### src/rtl/pipe_ctrl.sv
// pipe_ctrl: pipeline hazard controller. It merges per-stage stall requests
// into a thermometer freeze mask and holds the front end for multi-cycle
// execute ops with a bounded counter. On a flush request it issues a
// one-cycle clear pulse and a redirect PC.
module pipe_ctrl #(
   parameter int STAGES      = 6,
   parameter int NSRC        = 4,
   parameter int MC_STAGE    = 3,
   parameter int MC_CYCLES   = 32,
   parameter int FLUSH_STAGE = 4,
   parameter int AW          = 32
) (
   input  logic              clk,
   input  logic              rst,
   input  logic [NSRC-1:0]   stall_req,
   input  logic              mc_start,
   input  logic              mc_done,
   input  logic              flush_req,
   input  logic [AW-1:0]     flush_pc,
   output logic [STAGES-1:0] stall,
   output logic [STAGES-1:0] flush,
   output logic [AW-1:0]     new_pc,
   output logic              busy
);

   localparam int CW = $clog2(MC_CYCLES);
   localparam logic [CW-1:0]     CNT_LOAD   = CW'(MC_CYCLES - 1);
   localparam logic [CW-1:0]     CNT_LAST   = CW'(1);
   localparam logic [STAGES-1:0] MC_MASK    = STAGES'((1 << (MC_STAGE + 1)) - 1);
   localparam logic [STAGES-1:0] FLUSH_MASK = STAGES'((1 << FLUSH_STAGE) - 1);

   typedef enum logic [1:0] {IDLE, MC_WAIT, FLUSH} state_t;

   state_t            state;
   logic [CW-1:0]     cnt;
   logic [STAGES-1:0] src_mask;
   logic              mc_act;

   // Thermometer OR of the source masks. While a flush is requested, only
   // sources deeper than the flushing stage keep their freeze.
   always_comb begin
      src_mask = '0;
      for (int i = 0; i < NSRC; i++) begin
         if (stall_req[i] && (!flush_req || (i + 2) > FLUSH_STAGE))
            src_mask = src_mask | STAGES'((1 << (i + 3)) - 1);
      end
   end

   // The MC hold covers the start cycle plus every MC_WAIT cycle not yet done.
   // A FLUSH cycle that accepts mc_start only arms the counter and does not
   // freeze, because the stall in FLUSH comes from stall_req alone.
   always_comb begin
      mc_act = !flush_req &&
               ((state == IDLE && mc_start) || (state == MC_WAIT && !mc_done));
      stall  = rst ? (src_mask | (mc_act ? MC_MASK : '0)) : '0;
   end

   // State, hold counter and registered flush/redirect/busy outputs.
   always_ff @(posedge clk or negedge rst) begin
      if (!rst) begin
         state  <= IDLE;
         cnt    <= '0;
         flush  <= '0;
         new_pc <= '0;
         busy   <= 1'b0;
      end else begin
         flush <= '0;
         if (flush_req) begin
            state  <= FLUSH;
            cnt    <= '0;
            flush  <= FLUSH_MASK;
            new_pc <= flush_pc;
            busy   <= 1'b1;
         end else begin
            case (state)
               IDLE, FLUSH: begin
                  if (mc_start) begin
                     state <= MC_WAIT;
                     cnt   <= CNT_LOAD;
                     busy  <= 1'b1;
                  end else begin
                     state <= IDLE;
                     busy  <= 1'b0;
                  end
               end
               MC_WAIT: begin
                  // mc_start here is a protocol violation and is ignored.
                  if (mc_done || cnt == CNT_LAST) begin
                     state <= IDLE;
                     cnt   <= '0;
                     busy  <= 1'b0;
                  end else begin
                     cnt <= cnt - CNT_LAST;
                  end
               end
               default: begin
                  state <= IDLE;
                  cnt   <= '0;
                  busy  <= 1'b0;
               end
            endcase
         end
      end
   end

endmodule

### config.mk
export PLATFORM = sky130hd
export DESIGN_NAME = pipe_ctrl
export DESIGN_NICKNAME = d
export VERILOG_FILES = /design/src/rtl/pipe_ctrl.sv
export SDC_FILE = /design/constraint.sdc
export NUM_CORES = 1
export LEC_CHECK = 0
export CAP_MARGIN = 20
export CORE_ASPECT_RATIO = 0.8
export CORE_MARGIN = 2
export CORE_UTILIZATION = 25
export CTS_CLUSTER_DIAMETER = 50
export DETAILED_ROUTE_END_ITERATION = 7
export SLEW_MARGIN = 40
export SYNTH_ARGS = -nofsm -noshare
export SYNTH_HDL_FRONTEND = slang
export SYNTH_SLANG_ARGS = --single-unit
### constraint.sdc
create_clock -name clk -period 2.05 [get_ports clk]
set_input_delay 0.3075 -clock clk [delete_from_list [all_inputs] [get_ports clk]]
set_output_delay 0.3075 -clock clk [all_outputs]
set_load 0.005 [all_outputs]
==> impl_metrics.tcl <==
set metrics [dict create \
    yosys.area.top_type "dfrtp_1" \
    insertion_delay_ns 0.29 \
    die-area_sq_um 7800 \
    placed_area_sq_um 2690 \
    clkTransAtPathRegs_ns 0.08 \
    clockPowerShare_pct 33.3 \
    drv_cap 0 \
    yosysMostFrequentCell "dfrtp_1" \
    vias_per_cell 4.33 \
    grt_pass1_wl_um 7090 \
    grt.total_usage_pct 11.2 \
    synth_top_cell_area_share_pct 57.8 \
    synth-seq-cells 41 \
    yosys_warnings 0 \
    endpoint_kind "output pin" \
    power_frac_comb_pct 20.4 \
    cp.required_ns 1.74 \
    syn_inst 131 \
    synth_enable_flop_cells 0 \
    hold_class "input port to async pin" \
    hold_viol 0 \
    die_w_um 98.2 \
    crit_fanout 3 \
    grt_overflow 0 \
    antenna_left 0 \
    rsz0062_at_grt "no" \
    wl_um 4170 \
    num_rows 27 \
    final-setup-viol-count 0 \
    cts.path.max_buffers 2 \
    areaGrowthSynthToFinish_pct 60.7 \
    fill_cells 682 \
    leakage_nw 1.20 \
    dp_hpwl_um 3000 \
    dieHeight_um 79.4 \
    ys_top_cells_by_count "41 x dfrtp_1, 32 x mux2_1, 7 x buf_4, 5 x nor2b_1, 4 x nor2_1" \
    portBuffers 83 \
    swShare_pct 22.6 \
    hold_slack_ns 0.0290 \
    avgSynthCellArea_sq_um 13.6 \
    min_period_ns 1.95 \
    drt_iter0_markers 51 \
    num_io_pins 86 \
    seqPwrFrac_pct 46.3 \
    p_int_mw 1.56 \
    remaining_drc_errors 0 \
    avgRoutedWirePerCell_um 13.6 \
    fmax_ghz 0.513 \
    final_cell_area_sq_um 2850 \
    vdd_ir_drop_max_uv 333 \
    ctsRootBufferMaster "clkbuf_8" \
    clock_sinks 41 \
    cts_tree "yes" \
    arrival_ns 1.64 \
    gp_congestion 0.747 \
    power_density_nw_per_um2 704 \
    drt_pass1_iterations 4 \
    via_count 1326 \
    ys_async_sr_fraction_pct 100 \
    startpoint_type "register" \
    grt_pass1_vias 1460 \
    power.switching_uw 454 \
    layout-drive-gt1-share_pct 12.3 \
    yosysSeqAreaShare_pct 57.8 \
    place_ws_ns -0.133 \
    core_sq_um 6890 \
    finClkSkew_ns 0.00112 \
    rrSetupSlack_ns 0.33 \
    outcome "finished, final reports clean" \
    regArea_sq_um 1030 \
    synth_flop_cell "dfrtp_1" \
    synth.area.top_cells "dfrtp_1 58%, mux2_1 20%, buf_4 3.0%, nor2b_1 1.8%, ha_1 1.4%" \
    diodes 0 \
    antenna_found_initial 0 \
    htree_levels 2 \
    cts_buffers 5 \
    grt_start_max_net_pins 31 \
    worstSetupPathType "register to output pin" \
    nets 261 \
    synth_area_sq_um 1780 \
    fin_ws_ns 0.100 \
    start_util_pct 25.8 \
    finalCritPeriodShare_pct 95.1 \
    drv_slew 0 \
    multi_input_area_sq_um 691 \
    synth_cell_types 31 \
]
## final cells by class
class                   count  area share [%]
clock buffers               7            3.03
inverters                   3           0.395
clock inverters             1            1.05
flip-flops and latches     41            36.0
well taps                  87            3.82
multi-input cells          74            24.2
repair buffers             93            31.5
## per-stage QoR
stage          TNS [ns]  util, %  std cells  total power, mW
6_report              0     41.4        306             2.01
2_1_floorplan         0        -        132             1.08
3_5_place_dp     -0.423     39.0        296             1.35
5_1_grt               0     41.4        306             2.12
3_3_place_gp     -0.276     39.0        296             1.35
4_1_cts               0     41.1        305             2.05
## worst max-delay path, stage by stage (launching register included)
cell and delay [ns]:
dfrtp_1 0.43, nor3b_2 0.18, buf_4 0.13, o31ai_1 0.25, a21boi_2 0.10, dlygate4sd2_1 0.27
## power groups by stage
stage	Clock, mW	Combinational [mW]	Sequential [mW]
CTS	0.705	0.416	0.931
floorplan	0	0.131	0.946
detailed placement	0	0.410	0.944
global route	0.733	0.450	0.942
global placement	0	0.408	0.940
finish	0.669	0.410	0.930
## repair_timing
action	in CTS	in global routing
hold buffers	1	0
endpoints found under the setup margin	4	1
setup buffers	0	1
cloned	0	0
resized for setup	9	3
pin swaps	0	1
hold endpoints to repair	3	0
## flip-flops by register name, summed over array words and instances, names as in the netlist
signal  flops
busy        1
new_pc     32
cnt         5
state       2
flush       1
## path summary, 6_finish.rpt
path	cells after the start	to	start
min in group clk	2	flush[2]$_DFF_PN0_	flush_req
hold reg to reg	1	new_pc[17]$_DFFE_PN0P_	new_pc[17]$_DFFE_PN0P_
setup reg to reg	5	busy$_DFFE_PN0P_	cnt[1]$_DFFE_PN0P_
setup / recovery	5	stall[1]	state[0]$_DFFE_PN0P_
max in group asynchronous	2	new_pc[21]$_DFFE_PN0P_	rst
hold / removal	2	new_pc[23]$_DFFE_PN0P_	rst
## placed cells by master, fill, tap and decap left out, types with 2 or more instances in the layout
master,Yosys,routed
dlygate4sd2_1,0,3
inv_1,2,2
conb_1,1,2
nor2_1,4,4
mux2i_1,2,2
nand3_1,2,2
buf_2,3,2
buf_4,7,9
nor2b_1,5,3
clkdlybuf4s50_1,0,76
clkbuf_8,0,6
dlymetal6s2s_1,0,2
nor3_1,3,3
ha_1,2,2
o21a_1,2,2
a211oi_1,3,2
o32ai_1,2,2
mux2_1,32,32
dfrtp_1,41,41
## per-layer routing
| metal | GRT usage (%) | share of wire (%) | up-vias |
|---|---|---|---|
| met5 | 0 | 0 | - |
| met4 | 2.47 | 0.60 | 0 |
| met3 | 4.55 | 8.7 | 5 |
| met2 | 17.9 | 45 | 50 |
| met1 | 14.3 | 45 | 650 |
| li1 | - | - | 621 |
## cells by family (layout without fill, tap and decap cells)
logic type | after synthesis | after routing | synth area share (%)
flops | 41 | 41 | 57.8
mux | 34 | 34 | 21.4
simple gates | 21 | 21 | 7.61
buf+inv | 17 | 104 | 5.28
compound gates | 15 | 15 | 6.27
fa+ha+maj | 2 | 2 | 1.41
other cells | 1 | 2 | 0.211
(Power assumes the default switching activity.)
